### src/rtl/gcd_pkg.sv
// gcd_pkg: shared definitions for the GCD engine.
//   state_t  : FSM state encoding (IDLE / CALC / DONE)
//   ALGO_SUB : subtractive Euclid datapath selector
//   ALGO_BIN : binary (Stein) datapath selector
package gcd_pkg;

  typedef enum logic [1:0] {
    ST_IDLE = 2'd0,
    ST_CALC = 2'd1,
    ST_DONE = 2'd2
  } state_t;

  localparam int ALGO_SUB = 0;
  localparam int ALGO_BIN = 1;

endpackage

### src/rtl/gcd_abs.sv
// gcd_abs: combinational two's-complement to magnitude conversion.
//   num : signed operand, WIDTH bits
//   mag : unsigned magnitude, WIDTH bits
// The most-negative value maps onto itself, which read as unsigned is the
// correct magnitude (e.g. -128 -> 0x80), so no overflow flag is needed.
module gcd_abs #(
  parameter int WIDTH = 8
) (
  input  logic [WIDTH-1:0] num,
  output logic [WIDTH-1:0] mag
);

  assign mag = num[WIDTH-1] ? -num : num;

endmodule

### src/rtl/gcd_engine.sv
// gcd_engine: signed-input GCD engine with valid/ready on both sides.
//   clk       : clock, all logic on posedge
//   rst       : synchronous active-low reset
//   abort     : return to IDLE, dropping any in-flight operation
//   in_valid  / in_ready  : operand handshake (in_ready only in IDLE)
//   num_a, num_b          : signed operands
//   out_valid / out_ready : result handshake (out_valid only in DONE)
//   gcd_out   : |GCD(A,B)|
//   iter_cnt  : CALC cycles spent, including the terminating one (saturating)
//
// state   | meaning
// --------+-------------------------------------------------
// ST_IDLE | waiting for operands, in_ready=1
// ST_CALC | one algorithm step per cycle
// ST_DONE | result presented, held until out_ready
module gcd_engine
  import gcd_pkg::*;
#(
  parameter int WIDTH = 8,
  parameter int ALGO  = 0,
  parameter int CNT_W = 8
) (
  input  logic             clk,
  input  logic             rst,
  input  logic             abort,
  input  logic             in_valid,
  output logic             in_ready,
  input  logic [WIDTH-1:0] num_a,
  input  logic [WIDTH-1:0] num_b,
  output logic             out_valid,
  input  logic             out_ready,
  output logic [WIDTH-1:0] gcd_out,
  output logic [CNT_W-1:0] iter_cnt
);

  localparam int KW = $clog2(WIDTH + 1);

  state_t           state_q, state_nxt;
  logic [WIDTH-1:0] a_q, b_q, gcd_q;
  logic [KW-1:0]    k_q;
  logic [CNT_W-1:0] cnt_q;
  logic [WIDTH-1:0] mag_a, mag_b;
  logic [WIDTH-1:0] step_a, step_b, step_res;
  logic [KW-1:0]    step_k;
  logic             step_done;
  logic             load;

  gcd_abs #(.WIDTH(WIDTH)) u_abs_a (.num(num_a), .mag(mag_a));
  gcd_abs #(.WIDTH(WIDTH)) u_abs_b (.num(num_b), .mag(mag_b));

  generate
    if (ALGO == ALGO_BIN) begin : g_bin
      always_comb begin
        step_a    = a_q;
        step_b    = b_q;
        step_k    = k_q;
        step_done = 1'b0;
        step_res  = '0;
        if (a_q == '0) begin
          step_done = 1'b1;
          step_res  = b_q << k_q;
        end else if (b_q == '0) begin
          step_done = 1'b1;
          step_res  = a_q << k_q;
        end else if (a_q == b_q) begin
          step_done = 1'b1;
          step_res  = a_q << k_q;
        end else if (!a_q[0] && !b_q[0]) begin
          step_a = a_q >> 1;
          step_b = b_q >> 1;
          step_k = k_q + KW'(1);
        end else if (!a_q[0]) begin
          step_a = a_q >> 1;
        end else if (!b_q[0]) begin
          step_b = b_q >> 1;
        end else if (a_q > b_q) begin
          step_a = a_q - b_q;
        end else begin
          step_b = b_q - a_q;
        end
      end
    end else begin : g_sub
      always_comb begin
        step_a    = a_q;
        step_b    = b_q;
        step_k    = k_q;
        step_done = 1'b0;
        step_res  = '0;
        if (a_q == '0) begin
          step_done = 1'b1;
          step_res  = b_q;
        end else if (b_q == '0) begin
          step_done = 1'b1;
          step_res  = a_q;
        end else if (a_q == b_q) begin
          step_done = 1'b1;
          step_res  = a_q;
        end else if (a_q > b_q) begin
          step_a = a_q - b_q;
        end else begin
          step_b = b_q - a_q;
        end
      end
    end
  endgenerate

  always_comb begin
    state_nxt = state_q;
    load      = 1'b0;
    case (state_q)
      ST_IDLE: begin
        if (in_valid) begin
          state_nxt = ST_CALC;
          load      = 1'b1;
        end
      end
      ST_CALC: if (step_done) state_nxt = ST_DONE;
      ST_DONE: if (out_ready) state_nxt = ST_IDLE;
      default: state_nxt = ST_IDLE;
    endcase
    // abort beats both handshakes
    if (abort) begin
      state_nxt = ST_IDLE;
      load      = 1'b0;
    end
  end

  always_ff @(posedge clk) begin
    if (!rst) begin
      state_q <= ST_IDLE;
      a_q     <= '0;
      b_q     <= '0;
      k_q     <= '0;
      gcd_q   <= '0;
      cnt_q   <= '0;
    end else begin
      state_q <= state_nxt;
      if (load) begin
        a_q   <= mag_a;
        b_q   <= mag_b;
        k_q   <= '0;
        cnt_q <= '0;
      end else if (state_q == ST_CALC && !abort) begin
        a_q   <= step_a;
        b_q   <= step_b;
        k_q   <= step_k;
        cnt_q <= (cnt_q == '1) ? cnt_q : cnt_q + CNT_W'(1);
        if (step_done) gcd_q <= step_res;
      end
    end
  end

  assign in_ready  = (state_q == ST_IDLE);
  assign out_valid = (state_q == ST_DONE);
  assign gcd_out   = gcd_q;
  assign iter_cnt  = cnt_q;

endmodule

### config.mk
export PLATFORM = sky130hd
export DESIGN_NAME = gcd_engine
export DESIGN_NICKNAME = d
export VERILOG_FILES = /design/src/rtl/gcd_pkg.sv /design/src/rtl/gcd_abs.sv /design/src/rtl/gcd_engine.sv
export SDC_FILE = /design/constraint.sdc
export NUM_CORES = 1
export LEC_CHECK = 0
export ABC_CLOCK_PERIOD_IN_PS = 3500
export BUFFER_PORTS_ARGS = -buffer_cell sky130_fd_sc_hd__buf_2
export CAP_MARGIN = 20
export CORE_MARGIN = 4
export CORE_UTILIZATION = 50
export DETAILED_ROUTE_END_ITERATION = 6
export HOLD_SLACK_MARGIN = 0.12
export PLACE_DENSITY = 0.68
export SETUP_SLACK_MARGIN = 0.4
export SYNTH_ARGS = -nofsm -noshare
export SYNTH_HDL_FRONTEND = slang
export SYNTH_SLANG_ARGS = --single-unit
### constraint.sdc
create_clock -name clk -period 3.5 [get_ports clk]
set_input_delay 0.875 -clock clk [delete_from_list [all_inputs] [get_ports clk]]
set_output_delay 0.875 -clock clk [all_outputs]
set_load 0.05 [all_outputs]
==> reports/results.txt, run 1 <==
Outcome -> complete, no violations
Slowest cell on crit path -> nor2_1
Yosys top cell by area -> dfxtp_1
Cell family with most CP delay -> simple AND/OR/NAND/NOR gates
Syn_area_per_cell -> 7.92 um^2
RSZ-0062 raised after global routing -> false
H-Tree Depth -> 2
Final period util -> 78.5%
Post-synth EDFFs -> 0
Worst-Margin Slew -> 0.849 ns
Leakage power -> 1.18 nW
Vias in the first global route -> 2369
Min Tclk post-route -> 2.75 ns
Crit end category -> flip-flop
Iter 0 DRT Violations -> 119
VDD IR-drop max -> 0.000215 V
R2R setup slack -> 0.75 ns
Hold-fix buffers, CTS -> 0
Routed Antenna Nets -> 0
CTS tree -> built
Leading post-synthesis cells by cell area -> dfxtp_1 (25%), ha_1 (8.3%), o21ai_0 (5.4%)
Clock buffer depth -> 2
Die ar. -> 6640 um^2
Buf/Inv on CP -> 1
Via/cell ratio -> 5.81
Finished Layout Cells -> 442
GRT Residual Overflow -> 0
Seq pwr share -> 35.4%
Worst r2r path cells -> 7
Highest clock rate -> 0.364 GHz
Switch Pwr -> 479 uW
CP startpoint kind -> flip-flop
Die Wd -> 81.5 um
Hold Violations, Final -> 0
Critical Path, Cell by Cell -> inv_1, ha_1, nand4_1, nor2_1, or4_4, nor2_1, o311a_1
Post-DP HPWL -> 5320 um
Finished Cell Area -> 3020 um^2
Clk_lat worst skew -> 0.29 ns
Met3 wire len -> 490 um
Cell mode on critical path -> nor2_1
Max-slew violation count -> 0
# resized after CTS -> 0
Final-layout fill cell count -> 502
Arr. time, crit path -> 2.93 ns
Power Density -> 402 nW/um^2
Nets@finish -> 412
Hold Startpoint -> gcd_out[6]$_SDFFE_PN0P_
Synth Register Bits -> 34
Post-CTS setup buffers -> 0
Mapped Nets -> 382
HP Class -> flip-flop to flip-flop
Synth warn -> 0
Yosys cell types -> 58
DR top layer -> met4
WL/cell -> 15.7 um
Worst path max stage delay -> 0.63 ns
Combinational share of power -> 39.2%
# clock sinks -> 34
I/O Buffers -> 38
Final Skew -> 0.00352 ns
Worst Hold End -> gcd_out[6]$_SDFFE_PN0P_
Final setup TNS -> 0 ns
Clock power frac -> 25.4%
Drt total wl -> 6950 um
Root Buffer -> clkbuf_8
Area taken by multi-input logic gates -> 1860 um^2
Layout cells sized above 1 -> 15.3%
Pint -> 735 uW
Hold Slack -> 0.481 ns
Core area -> 5170 um^2
Hold Crit Depth -> 2
First-pass GRT wire length -> 11700 um
CTS clk-pin slew, worst paths -> 0.07 ns
Inserted Clock Buffers -> 5
Register area -> 681 um^2
Slew Limit Headroom -> 42.9%
Largest net degree at the start of global routing -> 20
Area Overhead vs Synth -> 11.8%
Routed vias -> 2570
Final core utilization -> 58.4%
Gpl congestion -> 0.915
Initial antenna violation count -> 0
Max Cap Violations -> 0
Setup violators final -> 0
Io pins -> 39
Die height -> 81.5 um
DP Area -> 2920 um^2
Top_reg_cell synth -> dfxtp_1
Initial Util -> 52.2%
All-Layer GR Usage -> 22.8%
RR Endpoint -> b_q[5]$_SDFFE_PN0P_
Drt pass-1 iters -> 4
Crit Path Class -> flip-flop to flip-flop
Metal-1 WL -> 3210 um
Post-synth top area share -> 25.2%
Post-Place Cells -> 434
FF-to-FF Start -> a_q[5]$_SDFFE_PN0P_
Diodes inserted -> 0
Cell Area, Synth -> 2700 um^2
Met2 wire len -> 3110 um
Data required, critical path -> 3.68 ns
Ys async rst share -> 0%
# DRC -> 0
Sw Ratio -> 39.4%
Critical Path Fanout Max -> 16
FP Rows -> 26
Seq/Total Area, Yosys -> 25.2%
Post-synthesis cell count -> 341
==> synthesized netlist by cell type, types with 3 or more instances <==
cell type,n
mux2i_1,9
a211oi_1,3
a21o_1,8
xnor2_1,13
dfxtp_1,34
nand4_1,8
nor3b_1,5
o21ai_0,29
o211ai_1,4
a221oi_1,3
nor4b_1,3
nand3_1,5
or4_1,5
nor4_1,3
nor2_1,23
o31ai_1,4
xor2_1,11
clkbuf_1,14
a311oi_1,4
nor2b_1,8
nor3_1,10
ha_1,18
inv_1,23
a21boi_0,3
a21oi_1,22
nand2_1,29
and3_1,3
==> state kept, by name, indices dropped and copies added, names as in the netlist <==
signal / cells
gcd_out: 8
a_q: 8
iter_cnt: 8
state_q: 2
b_q: 8
==> layout make-up <==
cell class | instances | share of cell area [%]
clock buffers | 6 | 2.74
clock inverters | 2 | 0.414
inverters | 23 | 2.86
multi-input cells | 267 | 61.7
flip-flops and latches | 34 | 22.5
well taps | 70 | 2.90
repair buffers | 40 | 6.80
==> worst min-delay path, cell delays in order (launching register included) <==
cell	delay, ns
dfxtp_1	0.31
o21ai_0	0.07
a21oi_1	0.06
==> cells in the final DEF, fill, tap and decap left out, types with 9 or more instances in the layout <==
master | Yosys | routed
nand2_1 | 29 | 29
nor3_1 | 10 | 10
xor2_1 | 11 | 11
a21oi_1 | 22 | 22
nor2_1 | 23 | 23
ha_1 | 18 | 18
buf_2 | 0 | 38
mux2i_1 | 9 | 9
o21ai_0 | 29 | 29
dfxtp_1 | 34 | 34
inv_1 | 23 | 23
xnor2_1 | 13 | 13
==> power by group through the flow <==
stage | Clock, mW | Combinational, mW | Sequential (mW)
2_1_floorplan | 0 | 0.351 | 0.434
3_3_place_gp | 0 | 0.467 | 0.438
3_5_place_dp | 0 | 0.463 | 0.438
4_1_cts | 0.313 | 0.468 | 0.429
5_1_grt | 0.331 | 0.527 | 0.433
6_report | 0.308 | 0.476 | 0.430
==> routing by layer <==
metal	vias up	global-route usage, %
li1	1309	-
met1	1175	31.7
met2	74	35.3
met3	12	5.04
met4	0	6.42
met5	-	0
==> worst max path at each step <==
stage	startpoint	end	slack, ns	depth (start not counted)
2_1_floorplan	abort	b_q[3]$_SDFFE_PN0P_	1.00	6
3_3_place_gp	abort	b_q[3]$_SDFFE_PN0P_	0.65	5
3_5_place_dp	abort	b_q[3]$_SDFFE_PN0P_	0.61	5
4_1_cts	a_q[5]$_SDFFE_PN0P_	b_q[5]$_SDFFE_PN0P_	0.81	7
5_1_grt	a_q[5]$_SDFFE_PN0P_	state_q[1]$_SDFFE_PP0P_	0.48	7
6_report	a_q[5]$_SDFFE_PN0P_	b_q[5]$_SDFFE_PN0P_	0.75	7
==> per-stage QoR <==
| step | power [mW] | worst slack [ns] |
|---|---|---|
| after global routing | 1.29 | 0.484 |
| after floorplan | 0.785 | 1.00 |
| after detailed placement | 0.902 | 0.607 |
| after CTS | 1.21 | 0.812 |
| final | 1.21 | 0.751 |
| after global placement | 0.905 | 0.646 |
==> cells by family after synthesis <==
| group | synth area share (%) |
|---|---|
| multiplexers | 3.75 |
| buffers and inverters | 5.98 |
| XOR/XNOR | 7.78 |
| adder cells (fa/ha/maj) | 9.82 |
| AO/OA/AOI/OAI | 24.0 |
| flip-flops | 25.2 |
| AND/OR/NAND/NOR | 23.4 |
No activity file was read; power rests on OpenSTA's default activity.
==> inputs of run 2 (changes only) <==
--- a/config.mk
+++ b/config.mk
@@ -5,14 +5,15 @@
 export SDC_FILE = /design/constraint.sdc
 export NUM_CORES = 1
 export LEC_CHECK = 0
-export ABC_CLOCK_PERIOD_IN_PS = 3500
+export ABC_AREA = 1
+export ABC_CLOCK_PERIOD_IN_PS = 2200
 export BUFFER_PORTS_ARGS = -buffer_cell sky130_fd_sc_hd__buf_2
 export CAP_MARGIN = 20
 export CORE_MARGIN = 4
 export CORE_UTILIZATION = 50
 export DETAILED_ROUTE_END_ITERATION = 6
 export HOLD_SLACK_MARGIN = 0.12
-export PLACE_DENSITY = 0.68
+export PLACE_DENSITY = 0.71
 export SETUP_SLACK_MARGIN = 0.4
 export SYNTH_ARGS = -nofsm -noshare
 export SYNTH_HDL_FRONTEND = slang
==> constraint.sdc (replaced) <==
create_clock -name clk -period 2.2 [get_ports clk]
set_input_delay 0.55 -clock clk [delete_from_list [all_inputs] [get_ports clk]]
set_output_delay 0.55 -clock clk [all_outputs]
set_load 0.05 [all_outputs]
==> run 2 against run 1 <==
Flip-flop and latch count stayed put. Non-clock buffer count is 21 higher. Critical path depth increased by 6. Clock power up 57%. Clock-buffer cell count is 1 higher. Power grew to 2.6 times the previous value. First-iteration DRC count up 140%. Cell area is 15% higher. Via count rose by 20%. Clock skew grew 0.0082 ns.
==> reports/results.txt, run 2 <==
Outcome -> complete, no violations
Hold Violations, Final -> 0
Drt total wl -> 7940 um
Final Skew -> 0.0117 ns
Routed Antenna Nets -> 0
Worst-Margin Slew -> 0.434 ns
CTS clk-pin slew, worst paths -> 0.08 ns
Root Buffer -> clkbuf_8
Inserted Clock Buffers -> 5
Multiplexer share of the synthesized area -> 0%
Place WS -> 0.0756 ns
Die Wd -> 82.6 um
Gpl congestion -> 0.943
Via/cell ratio -> 5.27
Largest net degree at the start of global routing -> 18
Data required, critical path -> 2.38 ns
Layout cells sized above 1 -> 28.5%
Die ar. -> 6810 um^2
Setup violators final -> 0
Ys async rst share -> 0%
HP Class -> flip-flop to flip-flop
Hold Startpoint -> gcd_out[7]$_SDFFE_PN0P_
FF-to-FF Start -> a_q[0]$_SDFFE_PN0P_
Top-count cell post-synth -> nand2_1
CP startpoint kind -> flip-flop
Post-synthesis cell count -> 455
Power Density -> 904 nW/um^2
Iter 0 DRT Violations -> 285
Final setup TNS -> 0 ns
Syn_area_per_cell -> 6.11 um^2
Area Overhead vs Synth -> 25.4%
Highest clock rate -> 0.509 GHz
Vias in the first global route -> 2693
Adder-Cell Fraction of Synth Area -> 9.55%
Met1 Use GR -> 29.9%
Post-DP HPWL -> 5750 um
Busiest layer in global routing -> met2
CTS tree -> built
Routed vias -> 3074
Hold-fix buffers, CTS -> 0
Top_reg_cell synth -> dfxtp_1
# DRC -> 0
Worst Hold End -> gcd_out[7]$_SDFFE_PN0P_
VDD IR-drop max -> 0.000499 V
Worst r2r path cells -> 13
First-pass GRT wire length -> 12200 um
Leading post-synthesis cells by cell area -> dfxtp_1 (24%), nand2_1 (18%), ha_1 (8.1%)
All-Layer GR Usage -> 23.2%
GR Layer Usage met2 -> 37.7%
Max-slew violation count -> 0
Yosys cell types -> 31
Mapped Nets -> 496
Final period util -> 89.3%
Drt pass-1 iters -> 5
Post-synth top area share -> 24.5%
Seq/Total Area, Yosys -> 24.5%
Final setup margin -> 0.236 ns
Compound-Gate Fraction of Synth Area -> 13.6%
Commonest non-fill, non-tap cell in the layout -> nand2_1
Commonest non-fill, non-tap cells in the layout -> nand2_1 (123), inv_1 (48), nor2_1 (47)
Largest family of logic cells by synthesized area -> simple AND/OR/NAND/NOR gates
Xor/xnor share of the synthesized area -> 1.26%
Commonest cells post-synth -> nand2_1 (136), inv_1 (53), nor2_1 (52)
RR Endpoint -> b_q[3]$_SDFFE_PN0P_
Final core utilization -> 66.6%
Cell Area, Synth -> 2780 um^2
Diodes inserted -> 0
Clock buffer depth -> 2
Synth Area in Simple Gates -> 40.2%
Met3 usage -> 4.12%
Crit end category -> flip-flop
Hold Crit Depth -> 2
Max Cap Violations -> 0
Slew Limit Headroom -> 70.8%
H-Tree Depth -> 2
Die height -> 82.6 um
GRT Residual Overflow -> 0
Synth warn -> 0
Core area -> 5240 um^2
FP Rows -> 26
R2R setup slack -> 0.24 ns
# clock sinks -> 34
Yosys top cell by area -> dfxtp_1
Crit Path Class -> flip-flop to flip-flop
Nets@finish -> 553
Clk_lat worst skew -> 0.29 ns
Arr. time, crit path -> 2.14 ns
Leakage power -> 1.69 nW
Critical Path Fanout Max -> 7
I/O Buffers -> 38
Post-synth EDFFs -> 0
Synth Register Bits -> 34
RSZ-0062 raised after global routing -> true
Initial Util -> 53.1%
Io pins -> 39
WL/cell -> 13.6 um
Initial antenna violation count -> 0
Min Tclk post-route -> 1.96 ns
## run 2: cell types whose count changed in the layout (fill, tap and decap cells not counted), sizes merged, moves of 8 or more
cell | previous run | this run
nand2 | 29 | 142
inv | 23 | 60
nor2 | 23 | 58
nand3 | 5 | 35
buf | 40 | 61
a21oi | 22 | 38
xnor2 | 13 | 2
mux2i | 9 | 0
xor2 | 11 | 2
a21o | 8 | 0
nor2b | 8 | 0
nor3 | 10 | 2
## run 2: worst max-delay path by stage
stage                        start                  end
3_5_place_dp   a_q[2]$_SDFFE_PN0P_  a_q[5]$_SDFFE_PN0P_
4_1_cts        a_q[0]$_SDFFE_PN0P_  a_q[5]$_SDFFE_PN0P_
3_3_place_gp   a_q[2]$_SDFFE_PN0P_  a_q[5]$_SDFFE_PN0P_
2_1_floorplan  a_q[4]$_SDFFE_PN0P_  b_q[3]$_SDFFE_PN0P_
6_report       a_q[0]$_SDFFE_PN0P_  b_q[3]$_SDFFE_PN0P_
5_1_grt        a_q[0]$_SDFFE_PN0P_  b_q[4]$_SDFFE_PN0P_
## run 2: cell type report
cell class                      count  area, um^2
Tap cell                           70        87.6
Clock buffer                        7        86.3
Multi-Input combinational cell    348        2000
Timing Repair Buffer               61         370
Inverter                           62         238
Sequential cell                    34         697
Fill cell                         480        1750
Clock inverter                      1        5.00
## run 2: logic make-up (layout without fill, tap and decap cells)
| logic type | count (synthesis) | in the layout |
|---|---|---|
| xor gates and xnor gates | 4 | 4 |
| adders and majority gates | 20 | 20 |
| buffers and inverters | 74 | 131 |
| AOI/OAI and AO/OA | 71 | 71 |
| DFF | 34 | 34 |
| and+or+nand+nor | 252 | 253 |
## run 2: worst max-delay path: stages, from the launching register on
cell     delay, ns
dfxtp_2       0.35
inv_2         0.05
ha_4          0.16
fa_2          0.35
inv_2         0.08
nand3_2       0.06
nand2_2       0.11
nand2_4       0.07
a21oi_4       0.19
nand2_4       0.10
nand3_4       0.15
nand2_2       0.07
nand2_1       0.06
nor2_1        0.05
## run 2: per-layer routing
layer | up-vias | part of all wire [%]
met3 | 34 | 5.8
li1 | 1559 | -
met5 | - | 0
met1 | 1375 | 43
met2 | 106 | 47
met4 | 0 | 3.9
## run 2: per-stage QoR
step,instance area [um^2],power (mW),hold WS [ns],std cells
after floorplan,2820,1.91,0.485,455
after global placement,3100,2.25,0.452,561
after detailed placement,3100,2.26,0.452,561
after CTS,3390,2.96,0.460,579
after global routing,3490,3.38,0.479,583
final,3490,3.15,0.459,583
## run 2: power breakdown
part	leakage, nW	switching, mW	total (mW)	internal, mW
clock network	0.0482	0.231	0.483	0.253
registers	0.281	0.0615	0.735	0.673
logic	1.36	1.22	1.93	0.716
total	1.69	1.51	3.15	1.64
## run 2: what timing repair did
| item | in CTS | in global routing |
|---|---|---|
| buffers inserted | 8 | 4 |
| setup endpoints to repair | 25 | 27 |
| pin swaps | 16 | 8 |
| gates resized for setup | 34 | 22 |
| cloned | 2 | 0 |
